### src/rtl/uart_pkg.sv
// Shared types, default widths and the parity helper for the buffered UART transmitter.
// The optional parity bit is enabled by defining UART_TX_PARITY_EN.
package uart_pkg;

    localparam int unsigned DEF_DATA_W    = 8;
    localparam int unsigned DEF_DEPTH     = 16;
    localparam int unsigned DEF_BRD_W     = 16;
    localparam int unsigned DEF_STOP_BITS = 1;
    localparam int unsigned MAX_DATA_W    = 9;
    localparam int unsigned BIT_CNT_W     = 4;

    typedef enum logic [2:0] {
        IDLE   = 3'd0,
        START  = 3'd1,
        DATA   = 3'd2,
        PARITY = 3'd3,
        STOP   = 3'd4
    } tx_state_e;

    // Callers zero-extend narrower characters; the extra zeros do not change the XOR.
    function automatic logic parity_f(input logic [MAX_DATA_W-1:0] data, input logic odd);
        return (^data) ^ odd;
    endfunction

endpackage

### src/rtl/uart_sync_fifo.sv
// Synchronous FIFO with wrap-bit pointers; provides full/empty flags and occupancy.
module uart_sync_fifo
    import uart_pkg::*;
#(
    parameter int unsigned W     = DEF_DATA_W,
    parameter int unsigned DEPTH = DEF_DEPTH
) (
    input  logic                     clk_i,
    input  logic                     rst_ni,
    input  logic                     push_i,
    input  logic                     pop_i,
    input  logic [W-1:0]             wr_data_i,
    output logic [W-1:0]             rd_data_o,
    output logic                     full_o,
    output logic                     empty_o,
    output logic [$clog2(DEPTH):0]   level_o
);

    localparam int unsigned AW = $clog2(DEPTH);

    logic [W-1:0] mem_q [DEPTH];
    logic [AW:0]  wptr_q, wptr_d;
    logic [AW:0]  rptr_q, rptr_d;

    always_comb begin
        wptr_d = wptr_q;
        rptr_d = rptr_q;
        if (push_i) wptr_d = wptr_q + (AW+1)'(1);
        if (pop_i)  rptr_d = rptr_q + (AW+1)'(1);
    end

    always_ff @(posedge clk_i or negedge rst_ni) begin
        if (!rst_ni) begin
            wptr_q <= '0;
            rptr_q <= '0;
        end else begin
            wptr_q <= wptr_d;
            rptr_q <= rptr_d;
        end
    end

    // Storage needs no reset: the pointers alone define which entries are valid.
    always_ff @(posedge clk_i) begin
        if (push_i) mem_q[wptr_q[AW-1:0]] <= wr_data_i;
    end

    assign rd_data_o = mem_q[rptr_q[AW-1:0]];
    assign empty_o   = (wptr_q == rptr_q);
    assign full_o    = (wptr_q[AW] != rptr_q[AW]) && (wptr_q[AW-1:0] == rptr_q[AW-1:0]);
    assign level_o   = wptr_q - rptr_q;

endmodule

### src/rtl/uart_tx_fifo.sv
// Buffered UART transmitter: FIFO-fed, baud-divided serialiser with sticky overflow status.
// Define UART_TX_PARITY_EN to add the parity_odd input and a parity bit after the data bits.
module uart_tx_fifo
    import uart_pkg::*;
#(
    parameter int unsigned DATA_W    = DEF_DATA_W,
    parameter int unsigned DEPTH     = DEF_DEPTH,
    parameter int unsigned BRD_W     = DEF_BRD_W,
    parameter int unsigned STOP_BITS = DEF_STOP_BITS
) (
    input  logic                     clk,
    input  logic                     rst,
    input  logic                     wr_en,
    input  logic [DATA_W-1:0]        wr_data,
    input  logic [BRD_W-1:0]         baud_div,
    input  logic                     clr_ovf,
`ifdef UART_TX_PARITY_EN
    input  logic                     parity_odd,
`endif
    output logic                     tx,
    output logic                     Ff,
    output logic                     Fe,
    output logic                     ovf,
    output logic [$clog2(DEPTH):0]   level,
    output logic                     busy,
    output logic                     done_t
);

    localparam logic [BIT_CNT_W-1:0] LAST_BIT  = BIT_CNT_W'(DATA_W - 1);
    localparam logic                 LAST_STOP = 1'(STOP_BITS - 1);

    tx_state_e             state_q;
    logic                  tx_q, busy_q, done_q;
    logic                  ovf_q, ovf_d;
    logic [BRD_W-1:0]      baud_cnt_q, div_q;
    logic [DATA_W-1:0]     shreg_q, rd_data;
    logic [BIT_CNT_W-1:0]  bit_cnt_q;
    logic                  stop_cnt_q;
    logic                  pop, push, tick;
`ifdef UART_TX_PARITY_EN
    logic                  par_q;
`endif

    assign pop  = (state_q == IDLE) && !Fe;
    assign push = wr_en && (!Ff || pop);
    assign tick = (baud_cnt_q == div_q);

    uart_sync_fifo #(
        .W     (DATA_W),
        .DEPTH (DEPTH)
    ) u_fifo (
        .clk_i     (clk),
        .rst_ni    (rst),
        .push_i    (push),
        .pop_i     (pop),
        .wr_data_i (wr_data),
        .rd_data_o (rd_data),
        .full_o    (Ff),
        .empty_o   (Fe),
        .level_o   (level)
    );

    always_comb begin
        ovf_d = (ovf_q && !clr_ovf) || (wr_en && !push);
    end

    always_ff @(posedge clk or negedge rst) begin
        if (!rst) ovf_q <= 1'b0;
        else      ovf_q <= ovf_d;
    end

    // tx/busy/done are updated on the same edge as the state they belong to,
    // so the serial line changes exactly at each bit boundary.
    always_ff @(posedge clk or negedge rst) begin
        if (!rst) begin
            state_q    <= IDLE;
            tx_q       <= 1'b1;
            busy_q     <= 1'b0;
            done_q     <= 1'b0;
            baud_cnt_q <= '0;
            div_q      <= '0;
            shreg_q    <= '0;
            bit_cnt_q  <= '0;
            stop_cnt_q <= 1'b0;
`ifdef UART_TX_PARITY_EN
            par_q      <= 1'b0;
`endif
        end else begin
            done_q <= 1'b0;
            if (state_q != IDLE) baud_cnt_q <= tick ? '0 : baud_cnt_q + BRD_W'(1);
            case (state_q)
                IDLE: begin
                    tx_q   <= 1'b1;
                    busy_q <= 1'b0;
                    if (pop) begin
                        shreg_q    <= rd_data;
                        div_q      <= baud_div;
                        baud_cnt_q <= '0;
`ifdef UART_TX_PARITY_EN
                        par_q      <= parity_f(MAX_DATA_W'(rd_data), parity_odd);
`endif
                        state_q    <= START;
                        tx_q       <= 1'b0;
                        busy_q     <= 1'b1;
                    end
                end
                START: begin
                    if (tick) begin
                        state_q   <= DATA;
                        tx_q      <= shreg_q[0];
                        bit_cnt_q <= '0;
                    end
                end
                DATA: begin
                    if (tick) begin
                        if (bit_cnt_q == LAST_BIT) begin
`ifdef UART_TX_PARITY_EN
                            state_q    <= PARITY;
                            tx_q       <= par_q;
`else
                            state_q    <= STOP;
                            tx_q       <= 1'b1;
                            stop_cnt_q <= 1'b0;
`endif
                        end else begin
                            shreg_q   <= shreg_q >> 1;
                            tx_q      <= shreg_q[1];
                            bit_cnt_q <= bit_cnt_q + BIT_CNT_W'(1);
                        end
                    end
                end
`ifdef UART_TX_PARITY_EN
                PARITY: begin
                    if (tick) begin
                        state_q    <= STOP;
                        tx_q       <= 1'b1;
                        stop_cnt_q <= 1'b0;
                    end
                end
`endif
                STOP: begin
                    if (tick) begin
                        if (stop_cnt_q == LAST_STOP) begin
                            state_q <= IDLE;
                            tx_q    <= 1'b1;
                            busy_q  <= 1'b0;
                            done_q  <= 1'b1;
                        end else begin
                            stop_cnt_q <= stop_cnt_q + 1'b1;
                        end
                    end
                end
                default: begin
                    state_q <= IDLE;
                    tx_q    <= 1'b1;
                    busy_q  <= 1'b0;
                end
            endcase
        end
    end

    assign tx     = tx_q;
    assign busy   = busy_q;
    assign done_t = done_q;
    assign ovf    = ovf_q;

endmodule

### config.mk
export PLATFORM = sky130hd
export DESIGN_NAME = uart_tx_fifo
export DESIGN_NICKNAME = d
export VERILOG_FILES = /design/src/rtl/uart_pkg.sv /design/src/rtl/uart_sync_fifo.sv /design/src/rtl/uart_tx_fifo.sv
export SDC_FILE = /design/constraint.sdc
export NUM_CORES = 1
export LEC_CHECK = 0
export ABC_AREA = 1
export BUFFER_PORTS_ARGS = -buffer_cell sky130_fd_sc_hd__buf_2
export CORE_MARGIN = 2
export CORE_UTILIZATION = 34
export CTS_BUF_LIST = sky130_fd_sc_hd__clkbuf_4
export DETAILED_ROUTE_END_ITERATION = 8
export SYNTH_ARGS = -nofsm -noshare
export SYNTH_HDL_FRONTEND = slang
export SYNTH_SLANG_ARGS = --single-unit
### constraint.sdc
create_clock -name clk -period 7.2 [get_ports clk]
set_clock_uncertainty 0.1 [all_clocks]
set_input_delay 0.72 -clock clk [delete_from_list [all_inputs] [get_ports clk]]
set_output_delay 0.72 -clock clk [all_outputs]
set_load 0.01 [all_outputs]
* Word-level counts from Yosys, hierarchy flattened *
Memories as Yosys holds them, arrays and structs flattened.
Cells that the tools add are included.

cells by class
  equality and inequality tests = 15
  mux-type cells = 40
  add/sub/neg operators = 6
  bitwise operators = 1
  reductions and logical operators = 24

operator list
  operator               number
  $mux 16                4
  $mux 8                 3
  $mux 1                 18
  $mux 3                 6
  $add 16x1->16 const B  1
  $eq 16x16->1           1
  $pmux 8 s2             1
  $reduce_and 4->1       4
  $ne 2x2->1 const B     7
  $mux 4                 3
  $pmux 3 s4             1
  $add 5x1->5 const B    2
  $pmux 4 s2             1
  $reduce_and 6->1       1
  $reduce_bool 2->1      3
  $eq 5x5->1             1
  $logic_and 1x1->1      5
  $sub 5x5->5            1
  $add 4x1->4 const B    1
  $eq 4x3->1 const B     1
  $eq 4x4->1             1
  $logic_not 1->1        4
  $pmux 1 s4             1
  $eq 3x1->1 const B     1
  13 further kinds       14

storage, ports and cells
  logic and storage cells = 99
  memory bits (writable) = 128
  memories kept = 1
  output and inout bits = 11
  bits in registers = 62
  input port bits = 28

memories
  memory        words  width  read ports  clocked after memory_dff  wr ports  line                  source
  u_fifo.mem_q  16     8      1           0                         1         uart_sync_fifo.sv:21  logic [W-1:0] mem_q [DEPTH];

* Longest topological paths before layout *
  depth after elaboration = 8
  depth in mapped cells = 14
  mapped depth without buffers = 12

* Hierarchy *
Synthesis repeated with hierarchy kept, for this count alone.

second synthesis, totals
  cells, all modules = 986
  area total of the unflattened synthesis = 9008.6 µm²

modules (own cells, without submodules)
  module          area each (µm²)  cells an instance  times used  seq. area each (µm²)
  uart_sync_fifo  6251.0           630                1           4093.9
  uart_tx_fifo    2757.6           356                1           1277.5

* Least setup slack after synthesis *
Ideal clock, no wire load.

  path kind = register to register
  start point = register u_fifo.rptr_q[1]
  end point = memory u_fifo.mem_q[12][0] (netlist name) (enable)
  clock period less this slack = 2.471 ns
  arrival = 2.001 ns
  stages on the path, launching flop included = 12
  required time = 6.730 ns
  slack = 4.729 ns
  library setup time = 0.370 ns
  path buffers = 2
  cell sequence = dfrtp_1 buf_2 inv_1 buf_2 ha_1 nand2_1 nor3_4 nand2_1 nand2_2 inv_2 nand2_1 nor2_1

on the way
  longest elaborated chain between the ends = 7
  elaborated cells between the ends (all ways) = 10
  those cells by class = eq/ne (2); mux (2); reduce/logical (6)

ends and longest elaborated chain
  item                          line                  source
  start: declaration            uart_sync_fifo.sv:23  logic [AW:0] rptr_q, rptr_d;
  start signal: assignment      uart_sync_fifo.sv:38  rptr_q <= rptr_d;
  $eq 4x4->1                    uart_sync_fifo.sv:49  assign full_o = (wptr_q[AW] != rptr_q[AW]) && (wptr_q[AW-1:0] == rptr_q[AW-1:0]);
  $logic_and 1x1->1             uart_sync_fifo.sv:49
  named net Ff                  uart_tx_fifo.sv:21    output logic Ff,
  $logic_not 1->1               uart_tx_fifo.sv:45    assign push = wr_en && (!Ff || pop);
  $logic_or 1x1->1              uart_tx_fifo.sv:45
  $logic_and 1x1->1             uart_tx_fifo.sv:45
  $mux 1                        uart_sync_fifo.sv:44  if (push_i) mem_q[wptr_q[AW-1:0]] <= wr_data_i;
  $mux 1 (not written as such)  uart_sync_fifo.sv:44
  end: declaration              uart_sync_fifo.sv:21

The timed path passes the listed nets, and every way through them passes these cells.

* Worst setup path in the final report *
  start point = register u_fifo.rptr_q[1]
  end point = output level[3]

on the way
  longest elaborated chain between the ends = 1

ends and longest elaborated chain
  item              line                  source
  $sub 5x5->5       uart_sync_fifo.sv:50  assign level_o = wptr_q - rptr_q;
  end: declaration  uart_tx_fifo.sv:24    output logic [$clog2(DEPTH):0] level,

Every way passes these cells.

==> flow_summary_export.csv <==
group,metric,value,unit
drt,drc,0,
placed_design,dpl_worst_slack,3617,ps
synth,synth_cell_type_count,36,
grt,grt_overflow,0,
critical_path,path_cells,"buf_4 -> inv_1 -> ha_1 -> nand2_1 -> o21ai_0 -> xor2_1 -> buf_2",
synth,ys_ff_latch,189,
sta,period_needed,3958,ps
critical_path,setup.worst_path.end_class,"output pin",
layout,nets,995,
placed_design,place_congestion,0.8777,
drt,wl_per_cell,15.14,um
critical_path,critPathTopFamily,"buffers and inverters",
layout,finalInstanceArea,9595,um2
sta,fin_setup_tns,0,ps
layout,final_common_cell,"nand2_1",
placed_design,numPortBuffers,38,
synth,synth_nets,964,
drt,drtIter0Drc,494,
drt,drt-total-wl,19.66,mm
sta,finalCritPeriodShare,54.98,%
critical_path,worst_ep_arrival_time,3140,ps
floorplanning,initial_utilization,34.77,%
sta,relSlewSlack,26.10,%
sta,fmax,252.6,MHz
synth,syn_area,8780,um2
layout,drive_gt1_share,12.09,%
sta,worst_pin_slew,1107,ps
drt,avgViaCountPerCell,4.618,
layout,area_growth,9.292,%
synth,netlist_instances,924,
worst_hold_path,hp-class,"input port to asynchronous set/reset pin",
synth,syn_avg_cell_area,9.502,um2
cts,postCtsResizedCells,0,
synth,yosysSeqAreaShare,61.18,%
cts,cts_tree,"built",
critical_path,cp_num_buf_inv,3,
power,p_leak,4.161,nW
placed_design,dp_hpwl,12.81,mm
synth,synth_top_flop_cell,"edfxtp_1",
grt,grt_first_pass_wirelength,30.59,mm
job,drv_cap,0,
floorplanning,fp.dieW,164.7,um
floorplanning,io_pins,39,
drt,first_pass_iters,5,
critical_path,crit_slowest_cell,"inv_1",
critical_path,crit_type,"flip-flop to output pin",
floorplanning,die_y,164.7,um
cts,cts.path.max_buffers,2,
cts,cts.sinks,189,
cts,clock_latency,620,ps
floorplanning,rows,58,
sta,hold_viol_final,0,
floorplanning,coreArea,25250,um2
cts,cts_made_buffers,17,
sta,setup_viol,0,
synth,async_reset_ff_share,32.28,%
cts,h-tree-depth,4,
cts,ctsHoldBuffers,0,
sta,final_max_slew_viol_count,0,
layout,multi_input_area,2834,um2
critical_path,cp_max_fo,39,
cts,clockRootBuffer,"clkbuf_4",
synth,yosysWarnings,0,
layout,nFillCells,2557,
sta,setup_slack,3242,ps
floorplanning,dieArea,27120,um2
grt,grt_start_max_net_pins,69,
power,ir_drop,0.2156,mV
layout,mostFrequentLayoutCells,"nand2_1, edfxtp_1, inv_1",
cts,clkTransAtPathRegs,200,ps
run_status,status,"finished clean",
power,power_density,376.9,nW/um2
critical_path,cpPeakStageDelay,570,ps
grt,grt_pass1_vias,5758,
synth,synth_edf_count,128,
critical_path,required,6380,ps
grt,antenna_found_initial,1,
drt,vias,5999,
layout,seq_area,5373,um2
critical_path,worstSetupStartpointType,"flip-flop",
placed_design,dpl_cell_area,9241,um2
cts,post-cts-setup-buffer-count,0,
sta,rsz0062_at_grt,"false",
grt,grt.total_usage,14.96,%
drt,postRouteAntennaNets,0,
flip-flops by register name (all words and copies together) (netlist names):
signal,count
busy,1
div_q,16
state_q,3
baud_cnt_q,16
shreg_q,8
tx,1
ovf,1
u_fifo.wptr_q,5
done_t,1
u_fifo.rptr_q,5
bit_cnt_q,4
u_fifo.mem_q,128
cells by family after synthesis:
kind of cell             count (synthesis)  share of synthesized area (%)
AO/OA/AOI/OAI                           70                          4.475
XOR/XNOR                                23                          2.380
adder cells (fa/ha/maj)                 12                          1.796
buffers and inverters                  138                          6.541
flip-flops                             189                          61.18
AND/OR/NAND/NOR                        492                          23.63
worst reg2reg max path: stages (launching register included):
cell     delay [ps]
dfrtp_1         400
buf_4           270
inv_1           790
ha_1            380
nand2_1         140
nor3_4           60
nand2_1          70
nand2_2          90
inv_2           110
nand2_1         220
nor2_1          580
power by group:
group,switching (W),internal (W)
clock network,0.000454,0.000213
logic,0.00102,0.000458
registers,0.000113,0.00136
cells in the mapped netlist, types with 2 or more instances:
library cell    n  area share (%)
nand2_1       327              14
edfxtp_1      128              44
inv_1          92             3.9
nand3_1        73             4.2
dfrtp_1        60              17
nor2_1         60             2.6
o21ai_0        46             2.6
xor2_1         19             1.9
buf_2          18             1.0
inv_2          15            0.64
o22ai_1        13            0.93
ha_1           11             1.6
clkbuf_1        5            0.21
nand2_2         5            0.36
nand2_4         5            0.64
nand4_1         5            0.36
nor2_2          5            0.36
a21oi_1         4            0.23
nor3_1          4            0.23
buf_4           3            0.26
buf_6           3            0.38
o211ai_1        3            0.26
xnor2_1         3            0.30
clkinv_1        2           0.086
nor2_4          2            0.26
o21ai_2         2            0.20
or2_2           2            0.14
layout make-up:
class	count	share of cell area, %
Sequential cell	189	55.99
Multi-Input combinational cell	597	29.53
Tap cell	330	4.303
Inverter	109	4.264
Clock inverter	15	2.334
Timing Repair Buffer	41	2.217
Clock buffer	17	1.330
Antenna cell	1	0.02608
routing by layer:
layer	GRT usage (%)	vias up	share of wire [%]
li1	-	3035	-
met1	19.90	2821	46
met2	25.33	120	49
met3	2.461	23	4.0
met4	4.111	0	1.6
met5	0	-	0
worst paths after layout:
path | slack (ps) | depth (start not counted) | endpoint | startpoint
worst max-delay path | 3240 | 7 | level[3] | u_fifo.rptr_q[1]
worst min register to register | 400 | 2 | shreg_q[4] | shreg_q[4]
min in group clk | 170 | 2 | ovf | clr_ovf
max in group asynchronous | 6290 | 2 | u_fifo.rptr_q[0] | rst
worst min-delay path | 140 | 2 | div_q[7] | rst
worst max register to register | 3640 | 10 | u_fifo.mem_q[4][0] | u_fifo.rptr_q[1]
stage by stage:
stage	std cells	util, %	total power, W	hold slack [ps]
after floorplan	924	-	0.002568	324.4
after global placement	1266	36.59	0.002958	363.5
after detailed placement	1266	36.59	0.002969	366.5
after CTS	1298	37.99	0.003629	148.2
after global routing	1299	38.00	0.003888	156.6
final	1299	38.00	0.003616	135.3
No activity file was read; power rests on OpenSTA's default activity.
